**src/rtl/datapath_sequencer_if.sv**
```systemverilog
// Instruction handshake and datapath control bundle for datapath_sequencer.
// master = instruction source / datapath side, slave = the sequencer.
interface datapath_sequencer_if;
    logic        instr_valid;
    logic        instr_ready;
    logic [15:0] instr;
    logic        alu_ovf;
    logic        alu_take_branch;
    logic        reg_write;
    logic [2:0]  rd_addr1;
    logic [2:0]  rd_addr2;
    logic [2:0]  wr_addr;
    logic        alu_src1;
    logic        alu_src2;
    logic [15:0] imm_out;
    logic [3:0]  alu_op;
    logic        mem_write;
    logic        mem_to_reg;
    logic        busy;
    logic        done;
    logic        branch_taken;
    logic        ovf_trap;
    logic        illegal_op;

    modport master (
        output instr_valid, instr, alu_ovf, alu_take_branch,
        input  instr_ready, reg_write, rd_addr1, rd_addr2, wr_addr,
        input  alu_src1, alu_src2, imm_out, alu_op, mem_write,
        input  mem_to_reg, busy, done, branch_taken, ovf_trap,
        input  illegal_op
    );

    modport slave (
        input  instr_valid, instr, alu_ovf, alu_take_branch,
        output instr_ready, reg_write, rd_addr1, rd_addr2, wr_addr,
        output alu_src1, alu_src2, imm_out, alu_op, mem_write,
        output mem_to_reg, busy, done, branch_taken, ovf_trap,
        output illegal_op
    );
endinterface

```
**src/rtl/datapath_sequencer.sv**
```systemverilog
// Multi-cycle control FSM for the ALU / regfile / data memory datapath.
// One 16-bit instruction per handshake, sequenced DECODE-EXEC-MEM-WB.
module datapath_sequencer #(
    parameter logic [3:0] ALU_ADD  = 4'h0,
    parameter logic [3:0] ALU_BEQ  = 4'h8,
    parameter bit         OVF_TRAP = 1'b1
) (
    input  logic                 clk,
    input  logic                 reset,
    datapath_sequencer_if.slave  bus
);

    localparam logic [2:0] S_IDLE   = 3'd0;
    localparam logic [2:0] S_DECODE = 3'd1;
    localparam logic [2:0] S_EXEC   = 3'd2;
    localparam logic [2:0] S_MEM    = 3'd3;
    localparam logic [2:0] S_WB     = 3'd4;

    logic [2:0]  state_q, state_d;
    logic [15:0] ir_q, ir_d;

    logic [2:0]  rd1_q, rd1_d;
    logic [2:0]  rd2_q, rd2_d;
    logic [2:0]  wra_q, wra_d;
    logic        src1_q, src1_d;
    logic        src2_q, src2_d;
    logic [15:0] imm_q, imm_d;
    logic [3:0]  aop_q, aop_d;
    logic        m2r_q, m2r_d;

    logic [3:0]  op;
    logic [2:0]  f_rs, f_rt, f_rd;
    logic [15:0] imm6_sx, imm9_sx;
    logic        is_r, is_addi, is_lw, is_sw, is_beq, is_li, is_ill;

    logic        in_decode, in_exec, in_mem, in_wb;
    logic        trap_hit;

    // IR field extraction; the IR holds the instruction for its whole life
    assign op      = ir_q[15:12];
    assign f_rs    = ir_q[11:9];
    assign f_rt    = ir_q[8:6];
    assign f_rd    = ir_q[5:3];
    assign imm6_sx = {{10{ir_q[5]}}, ir_q[5:0]};
    assign imm9_sx = {{7{ir_q[8]}}, ir_q[8:0]};

    // Opcode class flags
    always_comb begin
        is_r    = ~op[3];
        is_addi = (op == 4'h8);
        is_lw   = (op == 4'h9);
        is_sw   = (op == 4'hA);
        is_beq  = (op == 4'hB);
        is_li   = (op == 4'hC);
        is_ill  = (op >= 4'hD);
    end

    // Next-state and instruction latch
    always_comb begin
        state_d = state_q;
        ir_d    = ir_q;
        unique case (state_q)
            S_IDLE: begin
                if (bus.instr_valid) begin
                    ir_d    = bus.instr;
                    state_d = S_DECODE;
                end
            end
            S_DECODE: begin
                state_d = is_ill ? S_IDLE : S_EXEC;
            end
            S_EXEC: begin
                if (is_lw || is_sw) begin
                    state_d = S_MEM;
                end else if (is_beq) begin
                    state_d = S_IDLE;
                end else begin
                    state_d = S_WB;
                end
            end
            S_MEM: begin
                state_d = is_sw ? S_IDLE : S_WB;
            end
            S_WB: begin
                state_d = S_IDLE;
            end
            default: begin
                state_d = S_IDLE;
            end
        endcase
    end

    // Control register load at the end of DECODE; held otherwise,
    // so the controls stay put through IDLE until the next legal op
    always_comb begin
        rd1_d  = rd1_q;
        rd2_d  = rd2_q;
        wra_d  = wra_q;
        src1_d = src1_q;
        src2_d = src2_q;
        imm_d  = imm_q;
        aop_d  = aop_q;
        m2r_d  = m2r_q;
        if (state_q == S_DECODE && !is_ill) begin
            rd1_d  = f_rs;
            rd2_d  = f_rt;
            wra_d  = f_rt;
            src1_d = 1'b0;
            src2_d = 1'b1;
            imm_d  = imm6_sx;
            aop_d  = ALU_ADD;
            m2r_d  = 1'b0;
            unique case (1'b1)
                is_r: begin
                    wra_d  = f_rd;
                    src2_d = 1'b0;
                    aop_d  = {1'b0, op[2:0]};
                end
                is_addi: begin
                end
                is_lw: begin
                    m2r_d = 1'b1;
                end
                is_sw: begin
                end
                is_beq: begin
                    src2_d = 1'b0;
                    aop_d  = ALU_BEQ;
                end
                is_li: begin
                    wra_d  = f_rs;
                    src1_d = 1'b1;
                    imm_d  = imm9_sx;
                end
                default: begin
                end
            endcase
        end
    end

    // State, IR and control registers
    always_ff @(posedge clk or posedge reset) begin
        if (reset) begin
            state_q <= S_IDLE;
            ir_q    <= '0;
            rd1_q   <= '0;
            rd2_q   <= '0;
            wra_q   <= '0;
            src1_q  <= 1'b0;
            src2_q  <= 1'b0;
            imm_q   <= '0;
            aop_q   <= '0;
            m2r_q   <= 1'b0;
        end else begin
            state_q <= state_d;
            ir_q    <= ir_d;
            rd1_q   <= rd1_d;
            rd2_q   <= rd2_d;
            wra_q   <= wra_d;
            src1_q  <= src1_d;
            src2_q  <= src2_d;
            imm_q   <= imm_d;
            aop_q   <= aop_d;
            m2r_q   <= m2r_d;
        end
    end

    assign in_decode = (state_q == S_DECODE);
    assign in_exec   = (state_q == S_EXEC);
    assign in_mem    = (state_q == S_MEM);
    assign in_wb     = (state_q == S_WB);

    // Overflow only blocks arithmetic writeback; loads and LI ignore it
    assign trap_hit = OVF_TRAP && bus.alu_ovf && (is_r || is_addi);

    // Event pulses decoded from the current phase
    always_comb begin
        bus.illegal_op   = in_decode && is_ill;
        bus.branch_taken = in_exec && is_beq && bus.alu_take_branch;
        bus.mem_write    = in_mem && is_sw;
        bus.reg_write    = in_wb && !trap_hit;
        bus.ovf_trap     = in_wb && trap_hit;
        bus.done         = (in_decode && is_ill) ||
                           (in_exec && is_beq) ||
                           (in_mem && is_sw) ||
                           in_wb;
    end

    assign bus.instr_ready = (state_q == S_IDLE);
    assign bus.busy        = (state_q != S_IDLE);
    assign bus.rd_addr1    = rd1_q;
    assign bus.rd_addr2    = rd2_q;
    assign bus.wr_addr     = wra_q;
    assign bus.alu_src1    = src1_q;
    assign bus.alu_src2    = src2_q;
    assign bus.imm_out     = imm_q;
    assign bus.alu_op      = aop_q;
    assign bus.mem_to_reg  = m2r_q;

endmodule

```
**src/flat_wrapper.sv**
```systemverilog
// flat-port wrapper written by rule: the top's interface ports become plain ports
module datapath_sequencer_flat 
#(
    parameter logic [3:0] ALU_ADD  = 4'h0,
    parameter logic [3:0] ALU_BEQ  = 4'h8,
    parameter bit         OVF_TRAP = 1'b1
)
  (clk, reset, bus_instr_valid, bus_instr, bus_alu_ovf, bus_alu_take_branch, bus_instr_ready, bus_reg_write, bus_rd_addr1, bus_rd_addr2, bus_wr_addr, bus_alu_src1, bus_alu_src2, bus_imm_out, bus_alu_op, bus_mem_write, bus_mem_to_reg, bus_busy, bus_done, bus_branch_taken, bus_ovf_trap, bus_illegal_op);
  datapath_sequencer_if bus_i ();
  input  logic clk;
  input  logic reset;
  input wire logic [$bits(bus_i.instr_valid)-1:0] bus_instr_valid;
  input wire logic [$bits(bus_i.instr)-1:0] bus_instr;
  input wire logic [$bits(bus_i.alu_ovf)-1:0] bus_alu_ovf;
  input wire logic [$bits(bus_i.alu_take_branch)-1:0] bus_alu_take_branch;
  output wire logic [$bits(bus_i.instr_ready)-1:0] bus_instr_ready;
  output wire logic [$bits(bus_i.reg_write)-1:0] bus_reg_write;
  output wire logic [$bits(bus_i.rd_addr1)-1:0] bus_rd_addr1;
  output wire logic [$bits(bus_i.rd_addr2)-1:0] bus_rd_addr2;
  output wire logic [$bits(bus_i.wr_addr)-1:0] bus_wr_addr;
  output wire logic [$bits(bus_i.alu_src1)-1:0] bus_alu_src1;
  output wire logic [$bits(bus_i.alu_src2)-1:0] bus_alu_src2;
  output wire logic [$bits(bus_i.imm_out)-1:0] bus_imm_out;
  output wire logic [$bits(bus_i.alu_op)-1:0] bus_alu_op;
  output wire logic [$bits(bus_i.mem_write)-1:0] bus_mem_write;
  output wire logic [$bits(bus_i.mem_to_reg)-1:0] bus_mem_to_reg;
  output wire logic [$bits(bus_i.busy)-1:0] bus_busy;
  output wire logic [$bits(bus_i.done)-1:0] bus_done;
  output wire logic [$bits(bus_i.branch_taken)-1:0] bus_branch_taken;
  output wire logic [$bits(bus_i.ovf_trap)-1:0] bus_ovf_trap;
  output wire logic [$bits(bus_i.illegal_op)-1:0] bus_illegal_op;
  assign bus_i.instr_valid = bus_instr_valid;
  assign bus_i.instr = bus_instr;
  assign bus_i.alu_ovf = bus_alu_ovf;
  assign bus_i.alu_take_branch = bus_alu_take_branch;
  assign bus_instr_ready = bus_i.instr_ready;
  assign bus_reg_write = bus_i.reg_write;
  assign bus_rd_addr1 = bus_i.rd_addr1;
  assign bus_rd_addr2 = bus_i.rd_addr2;
  assign bus_wr_addr = bus_i.wr_addr;
  assign bus_alu_src1 = bus_i.alu_src1;
  assign bus_alu_src2 = bus_i.alu_src2;
  assign bus_imm_out = bus_i.imm_out;
  assign bus_alu_op = bus_i.alu_op;
  assign bus_mem_write = bus_i.mem_write;
  assign bus_mem_to_reg = bus_i.mem_to_reg;
  assign bus_busy = bus_i.busy;
  assign bus_done = bus_i.done;
  assign bus_branch_taken = bus_i.branch_taken;
  assign bus_ovf_trap = bus_i.ovf_trap;
  assign bus_illegal_op = bus_i.illegal_op;
  datapath_sequencer #(.ALU_ADD(ALU_ADD), .ALU_BEQ(ALU_BEQ), .OVF_TRAP(OVF_TRAP)) u_core (.clk(clk), .reset(reset), .bus(bus_i));
endmodule
```
**config.mk**
```make
export PLATFORM = sky130hd
export DESIGN_NAME = datapath_sequencer_flat
export DESIGN_NICKNAME = d
export VERILOG_FILES = /design/src/rtl/datapath_sequencer_if.sv /design/src/rtl/datapath_sequencer.sv /design/src/flat_wrapper.sv
export SDC_FILE = /design/constraint.sdc
export NUM_CORES = 1
export LEC_CHECK = 0
export CAP_MARGIN = 20
export CORE_ASPECT_RATIO = 1.25
export CORE_MARGIN = 2
export CORE_UTILIZATION = 30
export CTS_CLUSTER_DIAMETER = 40
export DETAILED_ROUTE_END_ITERATION = 7
export PLACE_DENSITY = 0.56
export SLEW_MARGIN = 20
export SYNTH_ARGS = -nofsm -noshare
export SYNTH_HDL_FRONTEND = slang
export SYNTH_SLANG_ARGS = --single-unit
```
**constraint.sdc**
```tcl
create_clock -name clk -period 2.35 [get_ports clk]
set_clock_uncertainty 0.2 [all_clocks]
set_input_delay 0.47 -clock clk [delete_from_list [all_inputs] [get_ports clk]]
set_output_delay 0.47 -clock clk [all_outputs]
set_load 0.1 [all_outputs]
```
==> results of run 1 <==
## synth_stat cells, drive strengths merged
master    n
buf      15
o2bb2ai   4
o211a     1
nand4     1
nand3    11
nor2      4
nor4b     1
a21o      1
nand2b    1
and2      1
or3b      2
nand2     6
mux2i     1
dfrtp    44
xor2      2
a31o      1
a311oi    1
mux2     25
o2111ai   1
clkbuf    4
a22o      3
a32oi     3
a211oi    1
nor3b     1
nor4bb    2
o311ai    3
a21oi    10
nor3      4
inv      10
nand3b    1
a21boi    1
o31ai     1
o21ai     6
## per-layer routing
| layer | GRT usage | wire [um] | up-vias | share of wire |
|---|---|---|---|---|
| li1 | - | - | 748 | - |
| met1 | 0.1725 | 2153 | 781 | 0.44 |
| met2 | 0.2158 | 2395 | 50 | 0.49 |
| met3 | 0.03882 | 267 | 10 | 0.055 |
| met4 | 0.04907 | 81 | 0 | 0.017 |
| met5 | 0 | 0 | - | 0 |
## critical path: cells and delay by family, from the launching register on
| kind | cells | cell delay, ns |
|---|---|---|
| buf+inv | 1 | 0.19 |
| flops | 1 | 0.44 |
| simple gates | 3 | 0.70 |
## worst min-delay path by stage
stage | cells after the start | endpoint | slack [ns]
after global routing | 1 | u_core.bus.alu_op[1] | 0.32
after detailed placement | 1 | u_core.bus.alu_op[1] | 0.27
after global placement | 1 | u_core.bus.alu_op[1] | 0.27
after floorplan | 1 | u_core.bus.imm_out[0] | 0.28
after CTS | 1 | u_core.bus.alu_op[1] | 0.29
final | 1 | u_core.bus.alu_op[1] | 0.29
## through the flow
step	setup TNS, ns	instances	hold slack, ns	worst slack (ns)
2_1_floorplan	-2.327	173	0.2821	-0.8524
3_3_place_gp	0	316	0.2670	0.1429
3_5_place_dp	0	316	0.2722	0.1068
4_1_cts	0	330	0.2936	0.0009871
5_1_grt	-0.02888	330	0.3188	-0.02479
6_report	0	330	0.2871	0.05070
## area by class of cell
cell class              count  share of cell area
multi-input cells         100              0.2960
clock buffers               5             0.02109
clock inverters             3             0.02761
well taps                  90             0.03451
repair buffers             78              0.2699
inverters                  10             0.01150
flip-flops and latches     44              0.3393
## kinds of logic after synthesis
logic type / after synthesis / share of synthesized area
simple gates: 35 / 0.1014
compound gates: 37 / 0.1243
xor+xnor: 2 / 0.008251
buf+inv: 29 / 0.08014
flops: 44 / 0.5186
mux: 26 / 0.1674
## timing repair
| item | CTS | global route |
|---|---|---|
| resized for setup | 5 | 4 |
| setup endpoints to repair | 4 | 4 |
| hold buffers | 0 | 0 |
| pin swaps | 2 | 2 |
| setup buffers | 6 | 0 |
==> impl_metrics.env, run 1 <==
export IMPL_min_path_type="flop to flop"
export IMPL_cts_tree="built"
export IMPL_reg2reg_slack_ns=0.32
export IMPL_area_delta_synth_final_pct=53.68
export IMPL_synth_cells=173
export IMPL_path_max_fanout=3
export IMPL_synth_seq_cells=44
export IMPL_clockBufferDepth=2
export IMPL_dr_pass1_iters=4
export IMPL_yosysWarnings=0
export IMPL_grt_first_pass_wirelength_mm=8.204
export IMPL_vias_per_cell=4.815
export IMPL_drtAntennaViolNets=0
export IMPL_tightest_slew_ns=0.5963
export IMPL_max_slew_margin=0.5969
export IMPL_rr_endpoint="u_core.ir_q[7]"
export IMPL_largest_reg_flops=16
export IMPL_grt_start_max_net_pins=26
export IMPL_synth_top_area_frac=0.5186
export IMPL_drcViolationCount=0
export IMPL_syn_avg_cell_area_um2=12.27
export IMPL_dr_first_iter_drc_count=63
export IMPL_startpoint_type="flop"
export IMPL_htreeDepth=2
export IMPL_wl_mm=4.897
export IMPL_syn_num_nets=194
export IMPL_synth_cell_area_um2=2123
export IMPL_worstPathArrival_ns=1.63
export IMPL_ys_types=39
export IMPL_post_drt_wl_per_cell_um=14.84
export IMPL_port_buffers=60
export IMPL_seq_area_frac_synth=0.5186
export IMPL_fin_area_um2=3263
export IMPL_hold_viol=0
export IMPL_fill_cells=632
export IMPL_io_pins=61
export IMPL_grt_pass1_vias=1649
export IMPL_dp_hpwl_mm=3.589
export IMPL_end_kind="output port"
export IMPL_register_area_um2=1107
export IMPL_drive_gt1_frac=0.4708
export IMPL_cts_sinks=44
export IMPL_clkSlewWorstSetupHoldPaths_ns=0.08
export IMPL_antenna_found_initial=0
export IMPL_grt_overflow=0
export IMPL_cpMaxStageDelayCell="dfrtp_2"
export IMPL_finalCriticalPeriod_ns=2.299
export IMPL_worstSetupPathType="flop to output port"
export IMPL_clock_latency_ns=0.29
export IMPL_final_common_cell="dfrtp_1"
export IMPL_coreArea_um2=6892
export IMPL_final_cell_mix="dfrtp_1, buf_4, mux2_4"
export IMPL_crit_end="bus_done"
export IMPL_drv_slew=0
export IMPL_multi_input_area_um2=965.9
export IMPL_fmax_mhz=434.9
export IMPL_synthTopCellsByArea="dfrtp_1, mux2_4, mux2_2, nand3_1, buf_4"
export IMPL_largest_register="u_core.ir_q"
export IMPL_grt_setup_unrepaired="true"
export IMPL_post_dp_cell_area_um2=3027
export IMPL_min_from="u_core.bus.alu_op[1]"
export IMPL_grt_usage=0.1347
export IMPL_drv_cap=0
export IMPL_outcome="complete, no violations"
export IMPL_r2r_start="u_core.state_q[1]"
export IMPL_synth_top_area_cell="dfrtp_1"
export IMPL_rows=34
export IMPL_die_area_um2=7771
export IMPL_die_w_um=79.25
export IMPL_finalSetupViolations=0
export IMPL_start_util=0.3081
export IMPL_diodes=0
export IMPL_chipHeight_um=98.06
export IMPL_critPathMaxStageDelay_ns=0.44
export IMPL_cp_required_ns=1.68
export IMPL_nNetsFinal=260
export IMPL_cts_inserted_buffers=5
export IMPL_path_cells="or3b_4 -> nor3_4 -> nand3b_1 -> buf_12"
export IMPL_crit_start="u_core.state_q[2]"
export IMPL_clock_root_buffer="clkbuf_8"
export IMPL_place_congestion=0.7791
export IMPL_finish_utilization=0.4735
export IMPL_period_share=0.9784
export IMPL_rr_worst_depth=6
export IMPL_via_count=1589
Power of run 1 is not shown: default switching activity piles up to over one toggle a cycle in this logic, so the estimate is an artifact.
==> inputs of run 2 (changes only) <==
--- a/config.mk
+++ b/config.mk
@@ -12,6 +12,7 @@
 export CTS_CLUSTER_DIAMETER = 40
 export DETAILED_ROUTE_END_ITERATION = 7
 export PLACE_DENSITY = 0.56
+export SETUP_SLACK_MARGIN = 0.4
 export SLEW_MARGIN = 20
 export SYNTH_ARGS = -nofsm -noshare
 export SYNTH_HDL_FRONTEND = slang
==> run 2 against run 1 <==
Effect of this change: non-clock buffer count rose by 7; flip-flop and latch count did not move; register-to-register slack barely moved; utilization fell by 0.13 points; critical path depth did not move; cell area fell by 0.27%; maximum frequency rose by 0.89%; highest routed layer unchanged; first-iteration DRC count fell by 7.9%; critical path type unchanged; critical endpoint unchanged.
==> impl_metrics.env, run 2 (same netlist as run 1, synthesis figures left out) <==
export IMPL_cts_tree="built"
export IMPL_dr_first_iter_drc_count=58
export IMPL_period_share=0.9698
export IMPL_cp_top_family="simple AND/OR/NAND/NOR gates"
export IMPL_via_count=1608
export IMPL_drive_gt1_frac=0.5182
export IMPL_rows=34
export IMPL_multi_input_area_um2=1003
export IMPL_dp_hpwl_mm=3.534
export IMPL_die_area_um2=7771
export IMPL_cp_required_ns=1.68
export IMPL_fmax_mhz=438.8
export IMPL_start_util=0.3081
export IMPL_fin_setup_tns_ns=0
export IMPL_coreArea_um2=6892
export IMPL_critPathBufInv=1
export IMPL_max_slew_margin=0.6951
export IMPL_grt_overflow=0
export IMPL_diodes=0
export IMPL_worstSetupPathType="flop to output port"
export IMPL_grt_setup_unrepaired="true"
export IMPL_hold_viol=0
export IMPL_cts_sinks=44
export IMPL_clkSlewWorstSetupHoldPaths_ns=0.08
export IMPL_clock_latency_ns=0.29
export IMPL_post_drt_wl_per_cell_um=15.37
export IMPL_largest_reg_flops=16
export IMPL_final_common_cell="buf_4"
export IMPL_grt_first_pass_wirelength_mm=8.328
export IMPL_min_path_type="flop to flop"
export IMPL_clock_root_buffer="clkbuf_8"
export IMPL_fill_cells=659
export IMPL_finalSetupViolations=0
export IMPL_drcViolationCount=0
export IMPL_outcome="complete, no violations"
export IMPL_grt_start_max_net_pins=26
export IMPL_drv_cap=0
export IMPL_cts_inserted_buffers=5
export IMPL_drv_slew=0
export IMPL_register_area_um2=1109
export IMPL_antenna_found_initial=0
export IMPL_die_w_um=79.25
export IMPL_path_max_fanout=3
export IMPL_io_pins=61
export IMPL_critPathMaxStageDelay_ns=0.44
export IMPL_nNetsFinal=267
export IMPL_path_cells="or3b_4 -> nor3_4 -> nand3b_1 -> buf_12"
export IMPL_worstPathArrival_ns=1.61
export IMPL_chipHeight_um=98.06
export IMPL_port_buffers=60
export IMPL_grt_pass1_vias=1628
export IMPL_end_kind="output port"
export IMPL_dr_pass1_iters=4
export IMPL_wl_mm=5.180
export IMPL_drtAntennaViolNets=0
export IMPL_finalCriticalPeriod_ns=2.279
export IMPL_vias_per_cell=4.772
export IMPL_htreeDepth=2
export IMPL_largest_register="u_core.ir_q"
export IMPL_place_congestion=0.7593
export IMPL_final_cell_mix="buf_4, dfrtp_1, mux2_4"
export IMPL_area_delta_synth_final_pct=53.27
export IMPL_grt_usage=0.1371
export IMPL_clockBufferDepth=2
export IMPL_tightest_slew_ns=0.4567
export IMPL_cpMaxStageDelayCell="dfrtp_2"
export IMPL_startpoint_type="flop"
run 2: changes by cell type in the layout (fill, tap and decap cells not counted), sizes merged:
cell / previous run / this run
buf: 58 / 64
bufinv: 3 / 1
clkbuf: 5 / 8
run 2: final cells by class:
cell class | instances | share of cell area
multi-input combinational | 100 | 0.3083
clock inverter | 1 | 0.009227
clock buffer | 7 | 0.02960
tap | 90 | 0.03460
sequential | 44 | 0.3406
timing repair buffer | 85 | 0.2661
inverter | 10 | 0.01153
run 2: repair_timing:
action	CTS	global route
setup endpoints to repair	8	25
gates resized for setup	11	11
hold buffers	0	0
cloned	0	1
pin swaps	6	4
setup buffers	11	3
run 2: worst paths after layout:
check                                     start                      to  cells after the start  slack [ns]
setup / recovery              u_core.state_q[2]                bus_done                      4        0.07
hold / removal             u_core.bus.alu_op[1]    u_core.bus.alu_op[1]                      1        0.28
setup reg to reg              u_core.state_q[1]          u_core.ir_q[2]                      7        0.32
hold reg to reg            u_core.bus.alu_op[1]    u_core.bus.alu_op[1]                      1        0.28
max in group asynchronous                 reset  u_core.bus.imm_out[14]                      3        1.14
min in group asynchronous                 reset   u_core.bus.imm_out[0]                      2        0.30
run 2: metal layers:
layer,part of all wire,track usage
met1,0.42,0.1702
met2,0.52,0.2353
met3,0.043,0.03050
met4,0.012,0.04377
met5,0,0
run 2: stage by stage:
stage	utilization	hold slack, ns	cells	instance area, um^2	worst slack (ns)
2_1_floorplan	-	0.2821	173	2262	-0.8524
3_3_place_gp	0.4234	0.2654	314	2918	0.2226
3_5_place_dp	0.4234	0.2711	314	2918	0.2055
4_1_cts	0.4590	0.2895	333	3163	0.06757
5_1_grt	0.4722	0.3196	337	3254	-0.01860
6_report	0.4722	0.2842	337	3254	0.07109
Power of run 2 is left out for the same reason.
==> inputs of run 3 (changes only) <==
--- a/config.mk
+++ b/config.mk
@@ -10,6 +10,7 @@
 export CORE_MARGIN = 2
 export CORE_UTILIZATION = 30
 export CTS_CLUSTER_DIAMETER = 40
+export CTS_CLUSTER_SIZE = 14
 export DETAILED_ROUTE_END_ITERATION = 7
 export PLACE_DENSITY = 0.56
 export SETUP_SLACK_MARGIN = 0.4
==> results of run 3 <==
Final layout, timing and power as in run 2 (identical DEF).
Power of run 3 is left out for the same reason.
